### src/rtl/serial_subtractor_ctrl.sv
// Bit-serial WIDTH-bit subtractor controller: one full-subtractor step per clock, LSB first.
// Optional macro SUB_OVERFLOW_EN registers the signed overflow flag on outv.
module serial_subtractor_ctrl #(
   parameter int WIDTH = 8
) (
   input  logic             clk,
   input  logic             rst_n,
   input  logic             start,
   input  logic [WIDTH-1:0] inA,
   input  logic [WIDTH-1:0] inB,
   input  logic             inb,
   output logic [WIDTH-1:0] outD,
   output logic             outb,
   output logic             outv,
   output logic             busy,
   output logic             done
);

   localparam int CW = $clog2(WIDTH);
   localparam logic [CW-1:0] LAST = CW'(WIDTH - 1);

   localparam logic [1:0] IDLE = 2'd0;
   localparam logic [1:0] RUN  = 2'd1;
   localparam logic [1:0] DONE = 2'd2;

   logic [1:0]       state;
   logic [WIDTH-1:0] op_a;
   logic [WIDTH-1:0] op_b;
   logic [WIDTH-1:0] result;
   logic             borrow;
   logic [CW-1:0]    cnt;

   logic bit_a;
   logic bit_b;
   logic diff_bit;
   logic borrow_next;
   logic last_bit;

   assign bit_a       = op_a[0];
   assign bit_b       = op_b[0];
   assign diff_bit    = bit_a ^ bit_b ^ borrow;
   assign borrow_next = (~bit_a & bit_b) | (~(bit_a ^ bit_b) & borrow);
   assign last_bit    = (state == RUN) && (cnt == LAST);

   // NOTE: all state updates use non-blocking assignments so every register samples pre-edge values.
   always_ff @(posedge clk or negedge rst_n) begin
      if (!rst_n) begin
         state  <= IDLE;
         op_a   <= '0;
         op_b   <= '0;
         result <= '0;
         borrow <= 1'b0;
         cnt    <= '0;
         outD   <= '0;
         outb   <= 1'b0;
      end else begin
         case (state)
            IDLE, DONE: begin
               if (start) begin
                  op_a   <= inA;
                  op_b   <= inB;
                  borrow <= inb;
                  result <= '0;
                  cnt    <= '0;
                  state  <= RUN;
               end else begin
                  state  <= IDLE;
               end
            end
            RUN: begin
               op_a   <= {1'b0, op_a[WIDTH-1:1]};
               op_b   <= {1'b0, op_b[WIDTH-1:1]};
               result <= {diff_bit, result[WIDTH-1:1]};
               borrow <= borrow_next;
               cnt    <= cnt + CW'(1);
               if (last_bit) begin
                  outD  <= {diff_bit, result[WIDTH-1:1]};
                  outb  <= borrow_next;
                  state <= DONE;
               end
            end
            default: state <= IDLE;
         endcase
      end
   end

`ifdef SUB_OVERFLOW_EN
   // On the last bit the borrow register holds the borrow into the MSB.
   always_ff @(posedge clk or negedge rst_n) begin
      if (!rst_n) begin
         outv <= 1'b0;
      end else if (last_bit) begin
         outv <= borrow ^ borrow_next;
      end
   end
`else
   assign outv = 1'b0;
`endif

   assign busy = (state == RUN);
   assign done = (state == DONE);

endmodule

### config.mk
export PLATFORM = sky130hd
export DESIGN_NAME = serial_subtractor_ctrl
export DESIGN_NICKNAME = d
export VERILOG_FILES = /design/src/rtl/serial_subtractor_ctrl.sv
export SDC_FILE = /design/constraint.sdc
export NUM_CORES = 1
export LEC_CHECK = 0
export ABC_AREA = 1
export CORE_AREA = 2 2 64 60
export DETAILED_ROUTE_END_ITERATION = 8
export DIE_AREA = 0 0 66 62
export PLACE_DENSITY = 0.88
export SLEW_MARGIN = 20
export SYNTH_ARGS = -nofsm -noshare
export SYNTH_HDL_FRONTEND = slang
export SYNTH_SLANG_ARGS = --single-unit
### constraint.sdc
create_clock -name clk -period 2.4 [get_ports clk]
set_input_delay 0.24 -clock clk [delete_from_list [all_inputs] [get_ports clk]]
set_output_delay 0.24 -clock clk [all_outputs]
set_load 0.03 [all_outputs]
==> impl_metrics.py, run 1 <==
metrics = {
    "routing": {
        "antenna_left": 0,
        "dr.pass1.iters": 4,
        "drc": 0,
        "routed-via-count": 1410,
        "drt-vias-per-instance": 4.70,
        "drt-initial-drc-count": 72,
        "routed_wl_microns": 3470,
        "wl_per_cell_microns": 11.6,
    },
    "finish": {
        "nNetsFinal": 276,
        "diodes": 0,
        "fillerInstances": 296,
        "drive_gt1_frac": 0.106,
        "area_growth_pct": 23.5,
    },
    "sta": {
        "hold_violations": 0,
        "final_max_slew_viol_count": 0,
        "whs_ns": 0.362,
        "skew_ns": 0.0102,
        "tns_ns": 0,
        "setup_ws_ns": 0.470,
        "finalCriticalPeriod_ns": 1.93,
        "fmax_ghz": 0.518,
        "rsz0062_at_grt": "no",
        "finalSetupViolations": 0,
        "fin_crit_sh": 0.804,
    },
    "placed_design": {
        "gp_congestion": 0.746,
        "preCtsSetupSlack_ns": 0.783,
        "hpwl_microns": 2330,
        "port_buffers": 30,
    },
    "setup_path": {
        "critPathTopFamily": "buffers and inverters",
        "crit_arrival_ns": 1.69,
        "worst_setup_path_start_kind": "flip-flop",
        "cp_cell_sequence": "inv_2 -> nor2_1 -> clkdlybuf4s50_1",
        "path_max_fanout": 16,
        "cp.required_ns": 2.16,
        "cpPeakStageDelay_ns": 0.68,
        "path_buf_inv": 2,
        "slowest_stage": "clkdlybuf4s50_1",
        "critPathCaptureType": "output pin",
        "criticalPathCategory": "reg -> out",
    },
    "global_routing": {
        "grt_pass1_vias": 1343,
        "grt_max_degree": 39,
        "grt_pass1_wl_microns": 5870,
        "grt_antenna_before_repair": 0,
        "track_usage": 0.196,
        "grt_overflow": 0,
    },
    "logic_synthesis": {
        "seq_area_frac_synth": 0.514,
        "yosysWarnings": 0,
        "syn_inst": 223,
        "ys_ff_latch": 38,
        "ys_types": 20,
        "syn_avg_cell_area_sq_um": 8.30,
        "synth_nets": 246,
        "netlist_area_sq_um": 1850,
    },
    "clocking": {
        "worst_skew_pair.late_latency_ns": 0.30,
        "cts_tree": "built",
        "clockBufferDepth": 2,
        "hold_buffers": 0,
        "root_buffer": "clkbuf_8",
        "cts-htree-levels": 2,
        "cts-buffers-inserted": 5,
        "cts_resized": 0,
        "post-cts-setup-buffers": 0,
        "clk_pin_slew_worst_paths_ns": 0.08,
        "clock-sinks": 38,
    },
    "run": {
        "cap_violations": 0,
    },
    "floorplan": {
        "row_count": 21,
        "start_util": 0.526,
        "ioPinCount": 32,
        "die-height_microns": 62,
        "coreArea_sq_um": 3520,
        "die_width_microns": 66,
        "die_area_sq_um": 4090,
    },
    "power": {
        "p_per_area_nw_per_um2": 1430,
        "peakVddDrop_v": 0.000695,
        "p_leak_nw": 1.22,
    },
    "status": {
        "status": "finished clean",
    },
    "min_path": {
        "hold_path.class": "in -> async",
    },
}
## metal layers
metal,routed length (microns),track usage,vias up
li1,-,-,728
met1,1630,0.253,657
met2,1640,0.320,19
met3,132,0.0505,6
met4,72,0.0875,0
met5,0,0,-
## final cells by class
cell class,count,area [sq um],area share
inverters,44,170,0.0744
clock inverters,3,68.8,0.0301
repair buffers,33,323,0.141
clock buffers,5,68.8,0.0301
flip-flops and latches,38,951,0.416
well taps,46,57.6,0.0252
multi-input cells,131,648,0.283
## where the power goes
part | internal (W) | switching [W] | total (W)
sequential | 0.000947 | 0.000178 | 0.00113
combinational | 0.000571 | 0.000927 | 0.00150
clock | 0.000416 | 0.000239 | 0.000656
total | 0.00193 | 0.00135 | 0.00328
## final timing paths
path	startpoint	end	slack (ns)	cells after the start
worst max-delay path	state[1]$_DFFE_PN0P_	done	0.47	3
worst min-delay path	rst_n	outD[3]$_DFFE_PN0P_	0.36	2
worst max register to register	state[0]$_DFFE_PN0P_	op_a[5]$_DFFE_PN0P_	0.78	6
worst min register to register	outD[0]$_DFFE_PN0P_	outD[0]$_DFFE_PN0P_	0.48	2
max in group asynchronous	rst_n	op_a[5]$_DFFE_PN0P_	1.70	2
min in group clk	outD[0]$_DFFE_PN0P_	outD[0]$_DFFE_PN0P_	0.48	2
## through the flow
step / area (sq um) / instances / util / power, W
3_3_place_gp: 2150 / 292 / 0.611 / 0.00257
3_5_place_dp: 2150 / 292 / 0.611 / 0.00263
5_1_grt: 2290 / 300 / 0.650 / 0.00356
6_report: 2290 / 300 / 0.650 / 0.00328
2_1_floorplan: 1850 / 223 / - / 0.00228
4_1_cts: 2290 / 300 / 0.650 / 0.00331
## state kept, by name (all words and copies together) (netlist names)
name and flops:
op_a 8, op_b 8, outD 8, result 7, cnt 3, state 2, borrow 1, outb 1
## placed cells by master, fill, tap and decap left out, types with 2 or more instances in the layout
master / n
inv_1: 41
o21ai_2: 8
clkdlybuf4s50_1: 30
dfrtp_1: 38
ha_1: 2
buf_4: 3
nand2_1: 72
o21ai_1: 5
o21ai_0: 5
inv_4: 2
clkbuf_8: 5
nand2_4: 3
nand3_1: 29
nor2_1: 2
bufinv_16: 2
## Yosys cell counts, drive strengths merged
master / n / area, sq um
nand2: 76 / 310
inv: 44 / 170
dfrtp: 38 / 951
nand3: 29 / 145
o21ai: 18 / 120
buf: 10 / 82.6
nor2: 3 / 18.8
ha: 2 / 25.0
a21oi: 1 / 5.00
conb: 1 / 3.75
fa: 1 / 20.0
## cells by family (layout without fill, tap and decap cells)
logic type,after synthesis,count (layout),share of synthesized area
AO/OA/AOI/OAI,19,19,0.0676
adder cells (fa/ha/maj),3,3,0.0243
buffers and inverters,54,85,0.136
flip-flops,38,38,0.514
other,1,1,0.00203
AND/OR/NAND/NOR,108,108,0.256
Power figures use the tool's default switching activity.
==> inputs of run 2 (changes only) <==
Settings changed: CORE_AREA 2 2 64 60 to 2 2 70 65, DIE_AREA 0 0 66 62 to 0 0 72 67, PLACE_DENSITY 0.88 to 0.79.
Clock period 2.4 ns to 1.75 ns, I/O delays scaled along.
==> run 2 against run 1 <==
- sequential share of layout area grew 0.60 points
- clock power is 14% lower
- hold slack worse by 0.10 ns
- global-route usage is 3.6 points lower
- first-iteration DRC count grew 28%
- largest cell class unchanged
- critical path type unchanged
- cell count is 1.0% higher
- count of clock-buffer cells in the layout unchanged
- critical endpoint is now outD[7]
- wire length decreased by 2.6%
- worst setup slack got worse by 0.22 ns
- combinational power up 39%
==> impl_metrics.py, run 2 (synthesis results as in run 1) <==
metrics = {
    "global_routing": {
        "grt_antenna_before_repair": 0,
        "grt_pass1_vias": 1307,
        "track_usage": 0.160,
        "grt_overflow": 0,
        "grt_max_degree": 39,
        "grt_pass1_wl_microns": 5840,
    },
    "floorplan": {
        "ioPinCount": 32,
        "row_count": 22,
        "die_width_microns": 72,
        "coreArea_sq_um": 4050,
        "die_area_sq_um": 4820,
        "start_util": 0.458,
        "die-height_microns": 67,
    },
    "power": {
        "p_leak_nw": 1.21,
        "p_per_area_nw_per_um2": 1850,
        "peakVddDrop_v": 0.000755,
    },
    "finish": {
        "layout_commonest_cell": "nand2_1",
        "layout_common_cells": "nand2_1, inv_1, dfrtp_1",
        "fillerInstances": 375,
        "diodes": 0,
        "drive_gt1_frac": 0.114,
        "reg.largest.list": "op_a x8, op_b x8, outD x8",
        "nNetsFinal": 278,
        "utilization": 0.557,
        "area_growth_pct": 21.8,
    },
    "routing": {
        "drt-initial-drc-count": 92,
        "wl_per_cell_microns": 11.2,
        "dr.pass1.iters": 4,
        "drt-vias-per-instance": 4.67,
        "drc": 0,
        "routed_wl_microns": 3380,
        "antenna_left": 0,
        "routed-via-count": 1416,
    },
    "sta": {
        "fin_crit_sh": 0.857,
        "final_max_slew_viol_count": 0,
        "hold_violations": 0,
        "rsz0062_at_grt": "no",
        "finalSetupViolations": 0,
        "fmax_ghz": 0.667,
        "skew_ns": 0.00431,
        "tns_ns": 0,
        "finalCriticalPeriod_ns": 1.50,
    },
    "setup_path": {
        "cp.required_ns": 1.57,
        "path_max_fanout": 2,
        "r2r_slack_ns": 0.37,
        "critPathTopFamily": "buffers and inverters",
        "criticalPathCategory": "reg -> out",
        "slowest_stage": "clkdlybuf4s50_1",
        "worst_setup_path_start_kind": "flip-flop",
        "cpPeakStageDelay_ns": 0.67,
        "cp_cell_sequence": "clkdlybuf4s50_1",
        "path_buf_inv": 1,
        "critPathCaptureType": "output pin",
        "crit_arrival_ns": 1.33,
    },
    "status": {
        "status": "finished clean",
    },
    "clocking": {
        "clk_pin_slew_worst_paths_ns": 0.07,
        "worst_skew_pair.late_latency_ns": 0.29,
        "cts_resized": 1,
        "root_buffer": "clkbuf_8",
        "clock-sinks": 38,
        "cts_tree": "built",
        "hold_buffers": 0,
        "cts-buffers-inserted": 5,
        "clockBufferDepth": 2,
        "cts-htree-levels": 2,
        "post-cts-setup-buffers": 0,
    },
    "run": {
        "cap_violations": 0,
    },
    "placed_design": {
        "gp_congestion": 0.732,
        "hpwl_microns": 2290,
        "port_buffers": 30,
    },
    "min_path": {
        "hold_path.class": "in -> async",
    },
}
## run 2: changes by cell type in the layout (fill, tap and decap cells not counted), sizes merged
cell / previous run / this run
buf: 3 / 6
dlygate4sd2: 0 / 1
clkdlybuf4s50: 30 / 28
bufinv: 2 / 0
clkinv: 1 / 2
## run 2: worst paths after layout
kind / from / end / cells after the start
max in group asynchronous: rst_n / op_b[5]$_DFFE_PN0P_ / 2
max: outD[7]$_DFFE_PN0P_ / outD[7] / 1
min in group clk: inB[7] / op_b[7]$_DFFE_PN0P_ / 3
max reg2reg: cnt[0]$_DFFE_PN0P_ / outD[7]$_DFFE_PN0P_ / 6
min reg2reg: cnt[0]$_DFFE_PN0P_ / cnt[0]$_DFFE_PN0P_ / 1
min: rst_n / state[0]$_DFFE_PN0P_ / 2
## run 2: where the power goes
part           switching (W)  total, W  internal [W]
clock               0.000298  0.000566      0.000267
combinational        0.00128   0.00208      0.000801
sequential          0.000230   0.00153       0.00130
total                0.00181   0.00418       0.00237
## run 2: through the flow
step	instances	total power (W)	hold WS (ns)	setup slack [ns]	area, sq um
2_1_floorplan	223	0.00313	-0.121	0.501	1850
3_3_place_gp	296	0.00358	0.460	0.307	2180
3_5_place_dp	296	0.00364	0.466	0.316	2180
4_1_cts	303	0.00422	0.261	0.240	2250
5_1_grt	303	0.00455	0.271	0.158	2250
6_report	303	0.00418	0.257	0.250	2250
## run 2: area by class of cell
| type | instances | area [sq um] | share of cell area |
|---|---|---|---|
| Clock inverter | 2 | 10.0 | 0.00444 |
| Tap cell | 48 | 60.1 | 0.0266 |
| Multi-Input combinational cell | 131 | 648 | 0.287 |
| Clock buffer | 5 | 68.8 | 0.0305 |
| Timing Repair Buffer | 35 | 347 | 0.154 |
| Sequential cell | 38 | 951 | 0.422 |
| Inverter | 44 | 170 | 0.0755 |
## run 2: worst register-to-register path, cell delays in order, from the launching register on
cell     delay [ns]
dfrtp_1        0.40
ha_1           0.20
ha_1           0.22
nand2_4        0.21
inv_1          0.12
nand2_1        0.08
nand2_1        0.05
## run 2: metal layers
metal | wire length, microns | part of all wire | vias up | global-route usage
met3 | 108 | 0.032 | 6 | 0.0469
met5 | 0 | 0 | - | 0
li1 | - | - | 733 | -
met4 | 65 | 0.019 | 0 | 0.0637
met1 | 1690 | 0.50 | 650 | 0.218
met2 | 1520 | 0.45 | 27 | 0.240
